`src/rtl/alu_defs.sv`:
```
// Shared definitions for the accumulator sequencer and its ALU.
// Holds the FSM state encoding and the {arit, ALUOp} command codes.
package alu_defs;

   typedef enum logic [1:0] {
      ST_IDLE = 2'b00,
      ST_EXEC = 2'b01,
      ST_WB   = 2'b10,
      ST_DONE = 2'b11
   } state_t;

   // Opcode MSB is arit; logic ops occupy 3'b0xx.
   localparam logic [2:0] OP_AND  = 3'b000;
   localparam logic [2:0] OP_OR   = 3'b001;
   localparam logic [2:0] OP_XOR  = 3'b010;
   localparam logic [2:0] OP_NOTA = 3'b011;
   localparam logic [2:0] OP_ADD  = 3'b100;
   localparam logic [2:0] OP_SUB  = 3'b101;
   localparam logic [2:0] OP_NEGA = 3'b110;
   localparam logic [2:0] OP_NEGB = 3'b111;

endpackage

```
`src/rtl/alu.sv`:
```
// Combinational 4-bit ALU: add/sub/negate when arit=1, bitwise ops otherwise.
// Carry is the raw adder carry-out, so subtraction reports carry=1 for "no borrow".
module alu (
   input  logic [3:0] a,
   input  logic [3:0] b,
   input  logic [1:0] alu_op,
   input  logic       arit,
   output logic [3:0] r,
   output logic       zero,
   output logic       carry,
   output logic       sign
);

   logic [4:0] sum;

   always_comb begin
      sum = 5'b0;
      if (arit) begin
         unique case (alu_op)
            2'b00: sum = {1'b0, a} + {1'b0, b};
            2'b01: sum = {1'b0, a} + {1'b0, ~b} + 5'd1;
            2'b10: sum = {1'b0, ~a} + 5'd1;
            2'b11: sum = {1'b0, ~b} + 5'd1;
            default: sum = 5'b0;
         endcase
      end else begin
         unique case (alu_op)
            2'b00: sum = {1'b0, a & b};
            2'b01: sum = {1'b0, a | b};
            2'b10: sum = {1'b0, a ^ b};
            2'b11: sum = {1'b0, ~a};
            default: sum = 5'b0;
         endcase
      end
   end

   assign r     = sum[3:0];
   assign zero  = (sum[3:0] == 4'd0);
   assign carry = arit & sum[4];
   assign sign  = sum[3];

endmodule

```
`src/rtl/alu_acc_ctrl.sv`:
```
// Multicycle accumulator stage around the combinational alu: accept a command,
// hold operands for SETTLE_CYC cycles, write back to acc/flags, then hand off the result.
module alu_acc_ctrl
   import alu_defs::*;
#(
   parameter logic [3:0]  ACC_INIT   = 4'b0000,
   parameter int unsigned SETTLE_CYC = 1
) (
   input  logic       clk,
   input  logic       reset,
   input  logic       cmd_valid,
   output logic       cmd_ready,
   input  logic [2:0] cmd_op,
   input  logic       cmd_src,
   input  logic       cmd_clr,
   input  logic [3:0] cmd_a,
   input  logic [3:0] cmd_b,
   output logic       res_valid,
   input  logic       res_ready,
   output logic [3:0] res_r,
   output logic       res_zero,
   output logic       res_carry,
   output logic       res_sign
);

   state_t     state;
   state_t     next_state;
   logic [3:0] acc;
   logic       zero_q;
   logic       carry_q;
   logic       sign_q;
   logic [3:0] a_q;
   logic [3:0] b_q;
   logic [2:0] op_q;
   logic       clr_q;
   logic [3:0] cnt;
   logic [3:0] alu_r;
   logic       alu_zero;
   logic       alu_carry;
   logic       alu_sign;

   // The ALU sees only the operand registers, so its inputs cannot move during EXEC.
   alu u_alu (
      .a      (a_q),
      .b      (b_q),
      .alu_op (op_q[1:0]),
      .arit   (op_q[2]),
      .r      (alu_r),
      .zero   (alu_zero),
      .carry  (alu_carry),
      .sign   (alu_sign)
   );

   always_ff @(posedge clk) begin
      if (reset) begin
         state   <= ST_IDLE;
         acc     <= ACC_INIT;
         zero_q  <= 1'b0;
         carry_q <= 1'b0;
         sign_q  <= 1'b0;
         a_q     <= 4'd0;
         b_q     <= 4'd0;
         op_q    <= 3'd0;
         clr_q   <= 1'b0;
         cnt     <= 4'd0;
      end else begin
         state <= next_state;
         unique case (state)
            ST_IDLE: begin
               if (cmd_valid) begin
                  // A from the accumulator means the value present at the accept edge.
                  a_q   <= cmd_src ? cmd_a : acc;
                  b_q   <= cmd_b;
                  op_q  <= cmd_op;
                  clr_q <= cmd_clr;
                  cnt   <= 4'(SETTLE_CYC - 1);
               end
            end
            ST_EXEC: begin
               if (cnt != 4'd0) begin
                  cnt <= cnt - 4'd1;
               end
            end
            ST_WB: begin
               if (clr_q) begin
                  acc     <= ACC_INIT;
                  zero_q  <= 1'b0;
                  carry_q <= 1'b0;
                  sign_q  <= 1'b0;
               end else begin
                  // Sign is meaningless for logic ops and is masked so it never escapes.
                  acc     <= alu_r;
                  zero_q  <= alu_zero;
                  carry_q <= alu_carry;
                  sign_q  <= op_q[2] & alu_sign;
               end
            end
            ST_DONE: begin
            end
            default: begin
            end
         endcase
      end
   end

   always_comb begin
      next_state = state;
      cmd_ready  = 1'b0;
      res_valid  = 1'b0;
      unique case (state)
         ST_IDLE: begin
            cmd_ready = 1'b1;
            if (cmd_valid) begin
               next_state = cmd_clr ? ST_WB : ST_EXEC;
            end
         end
         ST_EXEC: begin
            if (cnt == 4'd0) begin
               next_state = ST_WB;
            end
         end
         ST_WB: begin
            next_state = ST_DONE;
         end
         ST_DONE: begin
            res_valid = 1'b1;
            if (res_ready) begin
               next_state = ST_IDLE;
            end
         end
         default: begin
            next_state = ST_IDLE;
         end
      endcase
   end

   assign res_r     = acc;
   assign res_zero  = zero_q;
   assign res_carry = carry_q;
   assign res_sign  = sign_q;

endmodule

```
`config.mk`:
```
export PLATFORM = sky130hd
export DESIGN_NAME = alu_acc_ctrl
export DESIGN_NICKNAME = d
export VERILOG_FILES = /design/src/rtl/alu_defs.sv /design/src/rtl/alu.sv /design/src/rtl/alu_acc_ctrl.sv
export SDC_FILE = /design/constraint.sdc
export NUM_CORES = 1
export LEC_CHECK = 0
export CAP_MARGIN = 20
export CELL_PAD_IN_SITES_DETAIL_PLACEMENT = 0
export CELL_PAD_IN_SITES_GLOBAL_PLACEMENT = 1
export CORE_MARGIN = 8
export CORE_UTILIZATION = 36
export CTS_CLUSTER_SIZE = 28
export DETAILED_ROUTE_END_ITERATION = 8
export HOLD_SLACK_MARGIN = 0.15
export PLACE_DENSITY_LB_ADDON = 0.1
export SLEW_MARGIN = 20
export SYNTH_ARGS = -nofsm -noshare
export SYNTH_HDL_FRONTEND = slang
export SYNTH_SLANG_ARGS = --single-unit
```
`constraint.sdc`:
```
create_clock -name clk -period 2.5 [get_ports clk]
set_input_delay 0.5 -clock clk [delete_from_list [all_inputs] [get_ports clk]]
set_output_delay 0.5 -clock clk [all_outputs]
set_load 0.02 [all_outputs]
```
Word-level counts from Yosys, hierarchy flattened. Index checks and enable logic that the tools add are counted.

Bits in registers: 25. Input port bits: 17. Output and inout bits: 9. Logic and storage cells: 60.

Add/subtract/negate cells: 6. Eq/ne operators: 10. Muxes and demuxes: 18. Bitwise gates (word level): 7. Reductions and logical operators: 9.

Operator list (count): $pmux 5 s4 (2); $mux 4 (4); $add 4x1->5 const B (2); $add 4x4->5 (2); $eq 2x2->1 const B (4); $logic_not 4->1 (2); $mux 2 (4); $ne 2x2->1 const B (4); $not 4->4 (2); $pmux 2 s4 (1); $pmux 4 s2 (1); $reduce_and 3->1 (2); $add 5x1->5 const B (1); $mux 1 (5); $mux 5 (1); $and 4x4->4 (1); $eq 2x1->1 const B (2); $logic_not 2->1 (2); $or 4x4->4 (1); $reduce_bool 4->1 (1); $sub 4x1->4 const B (1); $xor 4x4->4 (1); $and 1x1->1 (2); $reduce_and 2->1 (1); $reduce_bool 2->1 (1).

Longest topological paths before layout. Gate-level depths: netlist of run 1.

Word-level depth: 7. Gate-level depth with buffers: 11. Mapped depth without buffers: 10.

Hierarchy. From an unflattened synthesis of run 1, not the netlist that was laid out.

Cell total of the unflattened synthesis: 223. Area, all modules: 1889.3 µm².

By module, submodules not included: alu_acc_ctrl (times used 1, cells an instance 135, area an instance 1174.9 µm², seq. area each 500.5 µm²); alu (times used 1, cells an instance 88, area an instance 714.4 µm², seq. area each 0.0 µm²).

Worst setup path after synthesis of run 1. Ideal clock, no wire load.

Path kind: register to register. Start point: reg a_q[0]. End point: reg zero_q (netlist: res_zero). Library setup time: 59 ps. Data arrival time: 2241 ps. Slack: 200 ps. Stages on the path, launching flop included: 10. Path buffers: 1. Clock period less this slack: 2300 ps. Path through: dfxtp_1 buf_2 inv_1 ha_1 inv_1 fa_1 mux4_1 mux2_2 nor3_2 a32o_2.

Cells in the longest elaborated chain, start to end: 6.

RTL lines: start: declaration (RTL line alu_acc_ctrl.sv:32) `logic [3:0] a_q;`; start signal: assignment (RTL line alu_acc_ctrl.sv:72) `a_q <= cmd_src ? cmd_a : acc;`; $add 4x4->5 or $not 4->4 (tied branches) (RTL line alu.sv:21, alu.sv:22, alu.sv:31); $add 5x1->5 or $add 4x1->5 (tied branches) (RTL line alu.sv:21, alu.sv:22); $pmux 5 s4 (RTL line alu.sv:19) `unique case (alu_op)`; $mux 5 * (RTL line alu.sv:18) `if (arit) begin`; $logic_not 4->1 * (RTL line alu.sv:38) `assign zero = (sum[3:0] == 4'd0);`; $mux 1 * (RTL line alu_acc_ctrl.sv:85) `if (clr_q) begin`; end signal: assignment (RTL line alu_acc_ctrl.sv:93) `zero_q <= alu_zero;`; end: declaration (RTL line alu_acc_ctrl.sv:29) `logic zero_q;`.

Mark *: on every way between the ends. The rest lies on a longest branch, timed or not. The select of a mux whose other input is x is not followed. A chain may end at the register's enable or synchronous reset.

Final worst setup path of run 1. Ends and elaborated chain as after synthesis.

==> run_results.csv, run 1 <==
group,metric,value,unit
placement,gp_congestion,0.884,
sta,rsz0062_at_grt,"no",
power_and_ir_drop,power_leakage,0.881,nW
worst_setup_path,r2r_start,"a_q[0]$_SDFFE_PP0P_",
final_layout,final_area,2130,um^2
routing,viasPerCell,5.29,
logic_synthesis,synthArstFlopShare,0,%
floorplanning,coreArea,4690,um^2
routing,drtIter0Drc,83,
sta,worstMarginPinSlew,656,ps
sta,slew_viol_final,0,
placement,post-place-ws,109,ps
routing,ant_nets,0,
logic_synthesis,synth_area_per_cell,8.28,um^2
floorplanning,die_w,85.7,um
status,status,"complete, no violations",
sta,period_share,91.8,%
sta,fin_worst_skew,6.52,ps
sta,whs,473,ps
global_route,grt.overflow.total,0,
power_and_ir_drop,peakVddDrop,482,uV
final_layout,final_nets,274,
worst_setup_path,cp_common_cell,"inv_1",
clock_network,path_clk_slew,90,ps
sta,fmax,436,MHz
floorplanning,ios,26,
logic_synthesis,synth_flop_cell,"dfxtp_1",
placement,portBuffers,25,
worst_setup_path,endpoint_kind,"register",
sta,period_needed,2300,ps
final_layout,area_growth,21.8,%
final_layout,diodes,0,
clock_network,clock-sinks,25,
logic_synthesis,synth_cell_types,42,
routing,vias,1539,
final_layout,fillCellCount,478,
worst_setup_path,cp-start-kind,"register",
worst_setup_path,max_stage_delay,480,ps
sta,finalSetupViolations,0,
floorplanning,die-area,7340,um^2
logic_synthesis,synthCells,211,
logic_synthesis,synth_nets,247,
routing,drt_wl_total,4400,um
worst_setup_path,cp.arrival,2520,ps
global_route,first_global_vias,1618,
run,drv_cap,0,
logic_synthesis,ys_top_cells_by_area,"dfxtp_1 (29%), ha_1 (12%), a21oi_1 (6.3%)",
clock_network,clk_latency,270,ps
logic_synthesis,ys_ff_latch,25,
logic_synthesis,netlist.area_leader.share,28.7,%
global_route,antenna_found_initial,0,
global_route,grt_max_degree,19,
logic_synthesis,yosys_warnings,0,
logic_synthesis,netlist.top_cell.by_area,"dfxtp_1",
placement,dpl.hpwl,3540,um
clock_network,cts_root_buf,"clkbuf_8",
sta,finalHoldViolations,0,
clock_network,cts_tree,"yes",
worst_setup_path,critical_path_class,"reg -> reg",
global_route,grt_pass1_wl,7570,um
sta,max_slew_margin,56.0,%
worst_setup_path,rr_worst_depth,8,
clock_network,cts_hold_buf,0,
logic_synthesis,syn-cell-area,1750,um^2
routing,drt-wirelength-per-cell,15.1,um
worst_setup_path,startpoint,"a_q[0]$_SDFFE_PP0P_",
placement,placed_cell_area,2080,um^2
hold_path,hp-class,"reg -> reg",
floorplanning,num_rows,25,
clock_network,clk_path_buf_depth,2,
clock_network,numCtsBuffers,3,
clock_network,htreeDepth,1,
global_route,grtUsageTotal,12.5,%
sta,tns,0,ps
final_layout,drive_gt1_share,8.86,%
worst_setup_path,slowest_stage,"mux4_1",
worst_setup_path,crit_chain,"inv_1 > ha_1 > inv_1 > fa_1 > mux4_1 > mux2_2 > nor3_2 > a32o_2",
worst_setup_path,required,2720,ps
sta,fin_ws,204,ps
worst_setup_path,rrSetupSlack,200,ps
worst_setup_path,setup.worst_path.end,"res_zero$_SDFFE_PP0P_",
worst_setup_path,r2r-end,"res_zero$_SDFFE_PP0P_",
worst_setup_path,cp_max_fo,3,
floorplanning,start_util,37.2,%
routing,drt_pass1_iterations,4,
power_and_ir_drop,p_per_area,913,nW/um^2
logic_synthesis,seq_area_frac_synth,28.7,%
logic_synthesis,synth_edf_count,0,
routing,drc,0,
floorplanning,fp.dieH,85.7,um
-- how the worst min path moves through the flow --
stage                                  start                  to  slack [ps]  cells past startpoint
final                     clr_q$_SDFFE_PP0P_  clr_q$_SDFFE_PP0P_         470                      2
after global routing      clr_q$_SDFFE_PP0P_  clr_q$_SDFFE_PP0P_         510                      2
after CTS                 clr_q$_SDFFE_PP0P_  clr_q$_SDFFE_PP0P_         470                      2
after detailed placement  clr_q$_SDFFE_PP0P_  clr_q$_SDFFE_PP0P_         460                      2
after global placement    clr_q$_SDFFE_PP0P_  clr_q$_SDFFE_PP0P_         450                      2
after floorplan           clr_q$_SDFFE_PP0P_  clr_q$_SDFFE_PP0P_         440                      2
-- per-layer routing --
layer / up-vias / share of wire, % / global-route usage, %
met5: - / 0 / 0
met3: 4 / 3.1 / 2.87
met1: 722 / 53 / 16.7
met4: 0 / 0.80 / 2.87
met2: 27 / 43 / 19.7
li1: 786 / - / -
-- cell type report --
type	count	area, um^2	share of cell area, %
clock buffers	3	41.3	1.94
clock inverters	1	7.51	0.353
inverters	20	75.1	3.53
multi-input cells	156	1130	53.1
flip-flops and latches	25	504	23.7
well taps	54	67.6	3.17
repair buffers	32	303	14.2
-- repair_timing --
item	in CTS	in global routing
buffers inserted	0	0
gates resized for setup	0	3
hold endpoints to repair	0	0
endpoints found under the setup margin	0	1
-- cells in the final DEF, fill, tap and decap left out, types with 2 or more instances in the layout --
| cell | instances |
|---|---|
| a211oi_1 | 6 |
| a21oi_1 | 22 |
| a32o_1 | 2 |
| buf_4 | 7 |
| clkbuf_8 | 3 |
| clkdlybuf4s50_1 | 25 |
| dfxtp_1 | 22 |
| dfxtp_2 | 3 |
| fa_1 | 2 |
| ha_1 | 17 |
| inv_1 | 18 |
| inv_2 | 2 |
| mux2i_1 | 9 |
| mux4_1 | 2 |
| mux4_2 | 2 |
| nand2_1 | 23 |
| nand2b_1 | 4 |
| nand3_1 | 3 |
| nor2_1 | 20 |
| nor2b_1 | 7 |
| nor3_1 | 4 |
| nor4_1 | 2 |
| o21ai_0 | 2 |
| o21ai_1 | 5 |
| o31a_1 | 2 |
| or3_1 | 2 |
| xor2_1 | 4 |
-- power breakdown --
| part | internal (mW) | total [mW] | leakage (nW) | switching, mW |
|---|---|---|---|---|
| logic | 0.494 | 1.09 | 0.653 | 0.592 |
| clock network | 0.113 | 0.244 | 0.0217 | 0.131 |
| registers | 0.492 | 0.615 | 0.206 | 0.122 |
| total | 1.10 | 1.94 | 0.881 | 0.845 |
-- cells in the mapped netlist (3+ instances only) --
cell type	count
a211oi_1	6
a21oi_1	22
buf_2	3
clkbuf_1	5
dfxtp_1	25
ha_1	17
inv_1	18
mux2i_1	9
nand2_1	23
nand2b_1	4
nand3_1	3
nor2_1	20
nor2b_1	7
nor3_1	4
o21ai_1	5
xor2_1	4
-- per-stage QoR --
step / power, mW / std cells / utilization, %
after CTS: 1.96 / 291 / 45.3
after floorplan: 1.39 / 211 / -
after global placement: 1.68 / 287 / 44.2
after detailed placement: 1.71 / 287 / 44.2
final: 1.94 / 291 / 45.4
after global routing: 2.13 / 291 / 45.4
-- state kept, by name (all words and copies together), names as in the netlist --
register and cells:
res_r 4, state 2, b_q 4, a_q 4, clr_q 1, res_carry 1, cnt 4, res_sign 1
res_zero 1, op_q 3
-- critical path, delay by kind of cell, from the launching register on --
| family | cells | cell delay, ps |
|---|---|---|
| muxes | 2 | 780 |
| adders and majority gates | 2 | 610 |
| DFF | 1 | 370 |
| AOI/OAI and AO/OA | 1 | 170 |
| buffers and inverters | 2 | 160 |
| and+or+nand+nor | 1 | 150 |
-- cells by family (layout without fill, tap and decap cells) --
kind of cell	count (synthesis)	count (layout)	share of synthesized area, %
xor+xnor	5	5	2.51
mux	14	14	11.4
fa+ha+maj	19	19	14.5
buf+inv	30	56	6.66
simple gates	68	68	18.0
compound gates	50	50	18.3
flops	25	25	28.7
Note: power is estimated with default switching activity, not from simulation.
==> inputs of run 2 (changes only) <==
--- a/config.mk
+++ b/config.mk
@@ -8,10 +8,12 @@
 export CAP_MARGIN = 20
 export CELL_PAD_IN_SITES_DETAIL_PLACEMENT = 0
 export CELL_PAD_IN_SITES_GLOBAL_PLACEMENT = 1
+export CORE_ASPECT_RATIO = 2
 export CORE_MARGIN = 8
 export CORE_UTILIZATION = 36
 export CTS_CLUSTER_SIZE = 28
 export DETAILED_ROUTE_END_ITERATION = 8
+export GPL_TIMING_DRIVEN = 0
 export HOLD_SLACK_MARGIN = 0.15
 export PLACE_DENSITY_LB_ADDON = 0.1
 export SLEW_MARGIN = 20
==> run_results.csv, run 2 (same netlist as run 1, synthesis figures left out) <==
group,metric,value,unit
status,status,"complete, no violations",
floorplanning,ios,26,
sta,finalHoldViolations,0,
routing,drtIter0Drc,70,
routing,drt_pass1_iterations,4,
routing,drt-wirelength-per-cell,15.2,um
routing,highest_layer,"met4",
placement,placed_cells,292,
hold_path,hp-class,"reg -> reg",
final_layout,diodes,0,
floorplanning,start_util,36.6,%
clock_network,cts_tree,"yes",
placement,gp_congestion,0.759,
global_route,grt.overflow.total,0,
worst_setup_path,cp-start-kind,"register",
routing,wl_met1,2100,um
final_layout,fillCellCount,515,
placement,dpl.hpwl,3430,um
worst_setup_path,slowest_stage,"mux4_2",
worst_setup_path,endpoint_kind,"register",
final_layout,fin_cells,296,
routing,ant_nets,0,
worst_setup_path,critical_path_class,"reg -> reg",
worst_setup_path,cpLargestDelayFamily,"multiplexers",
floorplanning,die_w,65.3,um
sta,max_slew_margin,56.8,%
sta,worstMarginPinSlew,643,ps
floorplanning,die-area,7470,um^2
clock_network,numCtsBuffers,3,
sta,slew_viol_final,0,
sta,period_needed,2370,ps
routing,vias,1542,
floorplanning,fp.dieH,115,um
clock_network,cts_hold_buf,0,
final_layout,drive_gt1_share,8.79,%
final_layout,area_growth,21.6,%
placement,post-place-ws,-49.1,ps
clock_network,cts_root_buf,"clkbuf_8",
sta,fin_ws,133,ps
power_and_ir_drop,peakVddDrop,488,uV
clock_network,htreeDepth,1,
floorplanning,coreArea,4770,um^2
clock_network,path_clk_slew,90,ps
global_route,grt_pass1_wl,7460,um
routing,viasPerCell,5.21,
clock_network,clk_path_buf_depth,2,
clock_network,postCtsSetupRepairBufs,0,
final_layout,final_common_cell,"clkdlybuf4s50_1",
floorplanning,num_rows,36,
placement,portBuffers,24,
worst_setup_path,crit_chain,"buf_6 > inv_2 > ha_2 > inv_1 > fa_1 > mux4_2 > mux2_4 > nor3_4 > a32o_2",
run,drv_cap,0,
global_route,first_global_vias,1531,
clock_network,clock-sinks,25,
sta,rsz0062_at_grt,"no",
worst_setup_path,max_stage_delay,460,ps
global_route,grt_max_degree,15,
sta,period_share,94.7,%
worst_setup_path,worst-path-buf-inv,3,
sta,fin_worst_skew,0.854,ps
worst_setup_path,cp_max_fo,8,
routing,wl_met2,2130,um
global_route,grtUsageTotal,12.5,%
power_and_ir_drop,power_leakage,0.866,nW
final_layout,layout_common_cells,"clkdlybuf4s50_1 (24), nand2_1 (23), a21oi_1 (22), dfxtp_1 (21), nor2_1 (20)",
global_route,antenna_found_initial,0,
routing,drc,0,
sta,finalSetupViolations,0,
power_and_ir_drop,p_per_area,921,nW/um^2
routing,dr_wl_met3,210,um
final_layout,final_nets,276,
worst_setup_path,cp.arrival,2590,ps
routing,drt_wl_total,4490,um
worst_setup_path,required,2720,ps
clock_network,clk_latency,270,ps
sta,fmax,422,MHz
==> run 2: changes by cell type in the layout (fill, tap and decap cells not counted), sizes merged <==
cell           previous run  this run
buf                       7         5
clkbuf                    3         8
clkinv                    0         1
clkdlybuf4s50            25        24
clkinvlp                  1         0
==> run 2: cell type report <==
class	instances	area (um^2)	share of cell area [%]
flip-flops and latches	25	505	23.8
clock buffers	3	41.3	1.94
plain buffers	10	47.5	2.24
well taps	57	71.3	3.36
inverters	20	75.1	3.53
multi-input cells	156	1140	53.6
repair buffers	24	240	11.3
clock inverters	1	5.00	0.236
==> run 2: worst register-to-register path, stage by stage (launching register included) <==
cell	delay, ps
dfxtp_2	340
buf_6	130
inv_2	70
ha_2	180
inv_1	50
fa_1	440
mux4_2	460
mux2_4	310
nor3_4	180
a32o_2	180
==> run 2: per-layer routing <==
metal  global-route usage, %  up-vias
met4                    3.67        0
met2                    20.6       32
met1                    15.6      716
met3                    2.45        6
met5                       0        -
li1                        -      788
==> run 2: where the power goes <==
part | switching [mW] | internal [mW] | total, mW
Combinational | 0.609 | 0.490 | 1.10
Clock | 0.133 | 0.112 | 0.245
Sequential | 0.120 | 0.493 | 0.613
==> run 2: path summary, 6_finish.rpt <==
path / from / to / cells past startpoint / slack, ps
hold / removal: clr_q$_SDFFE_PP0P_ / clr_q$_SDFFE_PP0P_ / 2 / 470
setup reg to reg: a_q[0]$_SDFFE_PP0P_ / res_zero$_SDFFE_PP0P_ / 9 / 130
hold reg to reg: clr_q$_SDFFE_PP0P_ / clr_q$_SDFFE_PP0P_ / 2 / 470
setup / recovery: a_q[0]$_SDFFE_PP0P_ / res_zero$_SDFFE_PP0P_ / 9 / 130
==> run 2: what timing repair did <==
action	4_1_cts	5_1_grt
resized for setup	4	7
endpoints found under the setup margin	1	2
pin swaps	0	1
==> run 2: per-stage QoR <==
| step | setup TNS, ps | total power, mW | cell area (um^2) | util [%] | hold WS (ps) |
|---|---|---|---|---|---|
| 4_1_cts | 0 | 1.95 | 2120 | 44.3 | 470 |
| 3_5_place_dp | -49.1 | 1.69 | 2060 | 43.1 | 457 |
| 3_3_place_gp | -40.5 | 1.68 | 2060 | 43.1 | 444 |
| 2_1_floorplan | 0 | 1.39 | 1750 | - | 437 |
| 6_report | 0 | 1.96 | 2120 | 44.5 | 469 |
| 5_1_grt | 0 | 2.14 | 2120 | 44.5 | 498 |
